### config.mk
export PLATFORM = sky130hd
export DESIGN_NAME = spi_adc_capture_flat
export DESIGN_NICKNAME = d
export VERILOG_FILES = /design/src/rtl/spi_adc_pkg.sv /design/src/rtl/spi_adc_if.sv /design/src/rtl/spi_adc_sck_gen.sv /design/src/rtl/spi_adc_capture.sv /design/src/flat_wrapper.sv
export SDC_FILE = /design/constraint.sdc
export NUM_CORES = 1
export LEC_CHECK = 0
export ABC_AREA = 1
export CAP_MARGIN = 0
export CORE_ASPECT_RATIO = 0.9
export CORE_MARGIN = 3
export CORE_UTILIZATION = 35
export CTS_CLUSTER_SIZE = 12
export DETAILED_ROUTE_END_ITERATION = 12
export SLEW_MARGIN = 0
export SYNTH_ARGS = -nofsm -noshare
export SYNTH_HDL_FRONTEND = slang
export SYNTH_HIERARCHICAL = 1
export SYNTH_SLANG_ARGS = --single-unit
### constraint.sdc
create_clock -name clk -period 2.7 [get_ports clk]
set_clock_uncertainty 0.1 [all_clocks]
set_input_delay 0.54 -clock clk [delete_from_list [all_inputs] [get_ports clk]]
set_output_delay 0.54 -clock clk [all_outputs]
set_load 0.01 [all_outputs]
### src/rtl/spi_adc_pkg.sv
// spi_adc_pkg: state encoding for the SPI ADC capture sequencer
package spi_adc_pkg;
  typedef enum logic [1:0] {IDLE, QUIET, SHIFT, DONE} state_t;
endpackage

### src/rtl/spi_adc_if.sv
// spi_adc_if: valid/ready stream carrying one sample word for all channels plus per-channel errors
interface spi_adc_if #(parameter int N_CH = 4, parameter int DATA_W = 12);
  logic [N_CH*DATA_W-1:0] data;
  logic                   valid;
  logic                   ready;
  logic [N_CH-1:0]        frame_err;
  modport master (output data, valid, frame_err, input ready);
  modport slave (input data, valid, frame_err, output ready);
endinterface

### src/rtl/spi_adc_sck_gen.sv
// spi_adc_sck_gen: divides clk into SPI half-period ticks and drives a registered, idle-high sck
module spi_adc_sck_gen #(
  parameter int CLK_DIV = 2
) (
  input  logic clk,
  input  logic reset_n,
  input  logic i_run,
  input  logic i_shift,
  input  logic i_shift_nxt,
  output logic o_tick,
  output logic o_sck,
  output logic o_rise,
  output logic o_fall
);
  localparam int DIV_W = $clog2(CLK_DIV + 1);
  logic [DIV_W-1:0] r_div;
  logic             r_sck;
  assign o_tick = i_run && (r_div == DIV_W'(CLK_DIV - 1));
  assign o_rise = o_tick && i_shift && !r_sck;
  assign o_fall = o_tick && i_shift && r_sck;
  assign o_sck  = r_sck;
  always_ff @(posedge clk)
    if (!reset_n) begin
      r_div <= '0;
      r_sck <= 1'b1;
    end else begin
      r_div <= (!i_run || o_tick) ? '0 : r_div + DIV_W'(1);
      r_sck <= !i_shift_nxt ? 1'b1 : (o_rise || o_fall) ? !r_sck : r_sck;
    end
endmodule

### src/rtl/spi_adc_capture.sv
// spi_adc_capture: multi-channel SPI ADC front end, one stream word per conversion.
// Define SPI_ADC_TESTPAT_EN to add i_test_mode, which substitutes a counting pattern for MISO data.
module spi_adc_capture
  import spi_adc_pkg::*;
#(
  parameter int N_CH       = 4,
  parameter int DATA_W     = 12,
  parameter int FRAME_BITS = 16,
  parameter int LEAD_BITS  = 2,
  parameter int CLK_DIV    = 2,
  parameter int CS_HIGH    = 2
) (
  input  logic            clk,
  input  logic            reset_n,
  input  logic            i_enable,
  input  logic [N_CH-1:0] i_miso,
`ifdef SPI_ADC_TESTPAT_EN
  input  logic            i_test_mode,
`endif
  output logic            o_sck,
  output logic            o_cs_n,
  output logic            o_overrun,
  spi_adc_if.master       m_if
);
  localparam int CNT_W = $clog2(2*FRAME_BITS + CS_HIGH + 1);
  state_t                 r_st, w_st_nxt;
  logic [CNT_W-1:0]       r_cnt, w_cnt_nxt;
  logic                   w_tick, w_rise, w_fall, w_step, w_done, w_load;
  logic                   r_cs_n, r_valid, r_overrun;
  logic [N_CH*DATA_W-1:0] r_data, w_cap_data;
  logic [N_CH-1:0]        r_err, w_cap_err;

  if (LEAD_BITS + DATA_W > FRAME_BITS) begin : g_bad_cfg
    $error("spi_adc_capture: LEAD_BITS + DATA_W exceeds FRAME_BITS");
  end

  spi_adc_sck_gen #(.CLK_DIV(CLK_DIV)) u_sck (
    .clk(clk), .reset_n(reset_n), .i_run(r_st != IDLE), .i_shift(r_st == SHIFT),
    .i_shift_nxt(w_st_nxt == SHIFT), .o_tick(w_tick), .o_sck(o_sck), .o_rise(w_rise), .o_fall(w_fall)
  );
  assign w_step = w_rise || w_fall;
  assign w_done = r_st == DONE;
  assign w_load = w_done && (!r_valid || m_if.ready);

  // DONE doubles as the first clk of the CS-high gap, keeping the period at (2*FRAME_BITS+CS_HIGH)*CLK_DIV
  always_comb begin
    w_st_nxt = r_st;
    case (r_st)
      IDLE:    w_st_nxt = i_enable ? QUIET : IDLE;
      QUIET:   w_st_nxt = !i_enable ? IDLE : (w_tick && r_cnt >= CNT_W'(CS_HIGH - 1)) ? SHIFT : QUIET;
      SHIFT:   w_st_nxt = !i_enable ? IDLE : (w_step && r_cnt == CNT_W'(2*FRAME_BITS - 1)) ? DONE : SHIFT;
      default: w_st_nxt = i_enable ? QUIET : IDLE;
    endcase
    w_cnt_nxt = (w_st_nxt != r_st) ? CNT_W'(w_done && w_tick) : w_tick ? r_cnt + CNT_W'(1) : r_cnt;
  end

  always_ff @(posedge clk)
    if (!reset_n) begin
      r_st   <= IDLE;
      r_cnt  <= '0;
      r_cs_n <= 1'b1;
    end else begin
      r_st   <= w_st_nxt;
      r_cnt  <= w_cnt_nxt;
      r_cs_n <= w_st_nxt != SHIFT;
    end

`ifdef SPI_ADC_TESTPAT_EN
  logic [DATA_W-1:0] r_frame_cnt;
  always_ff @(posedge clk)
    if (!reset_n) r_frame_cnt <= '0;
    else if (w_done) r_frame_cnt <= r_frame_cnt + DATA_W'(1);
`endif

  for (genvar k = 0; k < N_CH; k++) begin : g_ch
    logic [FRAME_BITS-1:0] r_sh;
    logic                  w_lead;
    always_ff @(posedge clk)
      if (!reset_n) r_sh <= '0;
      else if (w_rise) r_sh <= {r_sh[FRAME_BITS-2:0], i_miso[k]};
    if (LEAD_BITS > 0) begin : g_lead
      assign w_lead = |r_sh[FRAME_BITS-1 -: LEAD_BITS];
    end else begin : g_nolead
      assign w_lead = 1'b0;
    end
`ifdef SPI_ADC_TESTPAT_EN
    assign w_cap_data[k*DATA_W +: DATA_W] = i_test_mode ? r_frame_cnt + DATA_W'(k) : r_sh[FRAME_BITS-1-LEAD_BITS -: DATA_W];
    assign w_cap_err[k] = !i_test_mode && w_lead;
`else
    assign w_cap_data[k*DATA_W +: DATA_W] = r_sh[FRAME_BITS-1-LEAD_BITS -: DATA_W];
    assign w_cap_err[k] = w_lead;
`endif
  end

  always_ff @(posedge clk)
    if (!reset_n) begin
      r_valid   <= 1'b0;
      r_data    <= '0;
      r_err     <= '0;
      r_overrun <= 1'b0;
    end else begin
      r_valid   <= w_load || (r_valid && !m_if.ready);
      r_overrun <= w_done && r_valid && !m_if.ready;
      if (w_load) begin
        r_data <= w_cap_data;
        r_err  <= w_cap_err;
      end
    end

  assign o_cs_n         = r_cs_n;
  assign o_overrun      = r_overrun;
  assign m_if.valid     = r_valid;
  assign m_if.data      = r_data;
  assign m_if.frame_err = r_err;
endmodule

### src/flat_wrapper.sv
// flat-port wrapper written by rule: the top's interface ports become plain ports
module spi_adc_capture_flat import spi_adc_pkg::*;
#(
  parameter int N_CH       = 4,
  parameter int DATA_W     = 12,
  parameter int FRAME_BITS = 16,
  parameter int LEAD_BITS  = 2,
  parameter int CLK_DIV    = 2,
  parameter int CS_HIGH    = 2
)
  (clk, reset_n, i_enable, i_miso, o_sck, o_cs_n, o_overrun, m_if_data, m_if_valid, m_if_frame_err, m_if_ready);
  spi_adc_if #(.N_CH(N_CH), .DATA_W(DATA_W)) m_if_i ();
  input  logic clk;
  input  logic reset_n;
  input  logic i_enable;
  input  logic [N_CH-1:0] i_miso;
  output logic o_sck;
  output logic o_cs_n;
  output logic o_overrun;
  output wire logic [$bits(m_if_i.data)-1:0] m_if_data;
  output wire logic [$bits(m_if_i.valid)-1:0] m_if_valid;
  output wire logic [$bits(m_if_i.frame_err)-1:0] m_if_frame_err;
  input wire logic [$bits(m_if_i.ready)-1:0] m_if_ready;
  assign m_if_data = m_if_i.data;
  assign m_if_valid = m_if_i.valid;
  assign m_if_frame_err = m_if_i.frame_err;
  assign m_if_i.ready = m_if_ready;
  spi_adc_capture #(.N_CH(N_CH), .DATA_W(DATA_W), .FRAME_BITS(FRAME_BITS), .LEAD_BITS(LEAD_BITS), .CLK_DIV(CLK_DIV), .CS_HIGH(CS_HIGH)) u_core (.clk(clk), .reset_n(reset_n), .i_enable(i_enable), .i_miso(i_miso), .o_sck(o_sck), .o_cs_n(o_cs_n), .o_overrun(o_overrun), .m_if(m_if_i));
endmodule
==> flow_summary.json <==
{
  "pin_count_of_the_biggest_net_entering_global_routing": 72,
  "post_synthesis_share_of_cell_area_spent_on_xor_and_xnor_gates": 0.00740,
  "syn_nets": 626,
  "globalRoute.totalOverflow": 0,
  "drt_first_pass_iters": 4,
  "wl_met3_um": 471,
  "design.portCount": 64,
  "chipWidth_um": 129,
  "timing.final.crit_share": 0.798,
  "detail_route.drc_violations": 0,
  "dr.first_iter.drc_count": 308,
  "grt_pass1_wl_um": 16700,
  "pwr-share-clk": 0.541,
  "count_of_mapped_cells_out_of_synthesis": 610,
  "setup.worst_path.end_class": "flop",
  "die-height_um": 116,
  "layout-drive-gt1-share": 0.0743,
  "reg2reg_setup_slack_ns": 0.55,
  "ys_seq_area_frac": 0.550,
  "synth_top_area_share": 0.550,
  "vias": 3870,
  "timing_worst_setup_path_type": "reg2reg",
  "floorplan.rows": 39,
  "setup_repair_after_global_routing_missed_its_margin": "no",
  "worst-r2r-cell-count": 7,
  "cts_hold_repair.buffers": 0,
  "hold_path.class": "reg2reg",
  "rr_startpoint": "u_core/r_st[0]",
  "worst-endpoint-arrival_ns": 2.39,
  "cts_repair_resizes": 0,
  "run_status": "complete, no violations",
  "drt-wirelength-per-cell_um": 11.8,
  "m1_wire_length_um": 4920,
  "dr_wl_met2_um": 4340,
  "first_global_vias": 3649,
  "tightestPinTransition_ns": 1.06,
  "synth.area.top_cells": "dfxtp_1 55%, nor2_1 19%, o21ai_0 12%, clkbuf_1 2.2%, ha_1 2.1%",
  "start_util": 0.365,
  "max-slew-margin-rel": 0.292,
  "finalCriticalPeriod_ns": 2.15,
  "layout_common_cells": "246 x nor2_1, 130 x dfxtp_1, 116 x o21ai_0",
  "powerDensity_nw_per_um2": 720,
  "maximum_clock_rate_mhz": 464,
  "final-setup-viol-count": 0,
  "num_antenna_cells": 0,
  "hold_viol": 0,
  "grt.total_usage": 0.139,
  "initial_antenna_violation_count": 0,
  "totalNegativeSetupSlack_ns": 0,
  "layout.cells.most_common": "nor2_1",
  "io_buffer_count": 63,
  "synthesis.area_um2": 4740,
  "clk_lat_worst_skew_ns": 0.40,
  "fin_nets": 676,
  "synth_compound_area_frac": 0.128,
  "detailed_place_hpwl_um": 6140,
  "synth_top_cell_by_area": "dfxtp_1",
  "worst_setup_path_start_kind": "flop",
  "timing.critical_path.required_ns": 2.94,
  "postSynthRegisterBits": 130,
  "synth.distinct_cells": 25,
  "synthesis.area_per_instance_um2": 7.76,
  "ant_nets": 0,
  "p_sw_uw": 859,
  "post_synth_fa_ha_maj_area_fraction": 0.0211,
  "cell_internal_pwr_mw": 3.53,
  "cap_viol_max_count": 0,
  "die-area_um2": 15000,
  "post-layout-total-power_mw": 4.39,
  "clock_tree.root_cell": "clkbuf_16",
  "totalWireLength_um": 9840,
  "leakage_nw": 2.61,
  "clock_buffer_depth": 2,
  "critPathMaxFanout": 64,
  "maxSlewViolCount": 0,
  "synth.yosys.warnings": 6,
  "worstReg2RegEnd": "u_core/g_ch[2].r_sh[6]",
  "place.gp.congestion": 0.786,
  "top_layer_used": "met4",
  "worstHoldPathCells": 1,
  "ctsHtreeMaxLevel": 4,
  "post-cts-setup-buffers": 0,
  "tritoncts.num_buffers": 17,
  "cts.reportedPaths.clkPinSlew_ns": 0.06,
  "p_seq_frac": 0.439,
  "floorplan.core_area_um2": 13000,
  "power.share.switching": 0.196,
  "muxShareOfSynthArea": 0,
  "hold_path_startpoint": "u_core/u_sck/r_div[0]",
  "syn_to_final_growth_pct": 28.6,
  "tritoncts": "done",
  "hold_end": "u_core/u_sck/r_div[0]",
  "synth-simple-area-share": 0.244,
  "combinational_family_with_the_most_area_after_synthesis": "simple AND/OR/NAND/NOR gates",
  "avgViaCountPerCell": 4.62,
  "cts_sinks": 130,
  "vdd.ir_drop.worst_uv": 399,
  "comb_power_share": 0.020
}
-- per-stage QoR --
step                       util  std cells  hold WS (ns)  instance area (um^2)  setup WS, ns
after floorplan               -        610         0.298                  4740         0.835
after global placement    0.421        805         0.308                  5460         0.599
after detailed placement  0.421        805         0.325                  5460         0.503
after CTS                 0.469        837         0.321                  6090         0.527
after global routing      0.469        837         0.345                  6090         0.324
final                     0.469        837         0.329                  6090         0.546
-- cell families (layout without fill, tap and decap cells) --
logic type | after synthesis | count (layout)
and+or+nand+nor | 290 | 290
DFF | 130 | 130
AOI/OAI and AO/OA | 120 | 120
buffers and inverters | 58 | 121
adders and majority gates | 8 | 8
xor gates and xnor gates | 4 | 4
-- state kept, by name, indices dropped and copies added, names as in the netlist --
register               cells
u_core/g_ch.r_sh          64
u_core/m_if.data          48
u_core/m_if.frame_err      4
u_core/m_if.valid          1
u_core/o_cs_n              1
u_core/o_overrun           1
u_core/r_cnt               6
u_core/r_st                2
u_core/u_sck/o_sck         1
u_core/u_sck/r_div         2
-- layer usage --
layer / global-route usage / vias to the layer above
met5: 0 / -
met3: 0.0521 / 9
met2: 0.212 / 69
met1: 0.180 / 1743
li1: - / 2049
met4: 0.0539 / 0
-- area by class of cell --
type | count | area, um^2
Fill cell | 1265 | 6890
Sequential cell | 130 | 2600
Multi-Input combinational cell | 422 | 1900
Timing Repair Buffer | 68 | 676
Clock buffer | 24 | 502
Tap cell | 164 | 205
Clock inverter | 8 | 124
Inverter | 21 | 78.8
-- worst max-delay path by stage --
stage / end / cells after the start / start / slack, ns
final: u_core/g_ch[2].r_sh[6] / 7 / u_core/r_st[0] / 0.55
after global routing: u_core/g_ch[3].r_sh[13] / 7 / u_core/r_st[0] / 0.32
after CTS: u_core/g_ch[3].r_sh[13] / 7 / u_core/r_st[0] / 0.53
after detailed placement: u_core/m_if.frame_err[2] / 8 / m_if_ready / 0.50
after global placement: u_core/m_if.frame_err[2] / 8 / m_if_ready / 0.60
after floorplan: u_core/r_cnt[0] / 15 / u_core/r_st[0] / 0.84
-- cells in the mapped netlist --
cell      number
o21ai_0      116
inv_1         19
nand4_1        3
dfxtp_1      130
nand3_2        2
nor2_2         2
buf_2          7
nand3b_1       1
a211o_1        1
nand4_2        1
buf_6          1
xnor2_1        2
a21oi_2        1
nor2_4         1
clkbuf_1      28
nor3_1         5
ha_1           8
a21oi_1        2
nand3_1        7
nor2_1       246
nand2_2        3
xor2_1         2
inv_2          2
nand2_1       19
buf_1          1
-- power groups by stage --
stage	sequential (mW)	combinational, mW	clock [mW]
2_1_floorplan	1.97	0.0610	0
3_3_place_gp	1.97	0.0847	0
3_5_place_dp	1.97	0.0866	0
4_1_cts	1.93	0.0871	2.43
5_1_grt	1.93	0.0998	2.51
6_report	1.93	0.0859	2.38
-- critical path, stage by stage (launching register included) --
cell     delay, ns
dfxtp_1       0.42
inv_1         0.09
ha_1          0.25
nand4_1       0.13
inv_2         0.07
inv_2         0.76
nor2_1        0.10
nor2_1        0.15
Power figures use the tool's default switching activity.
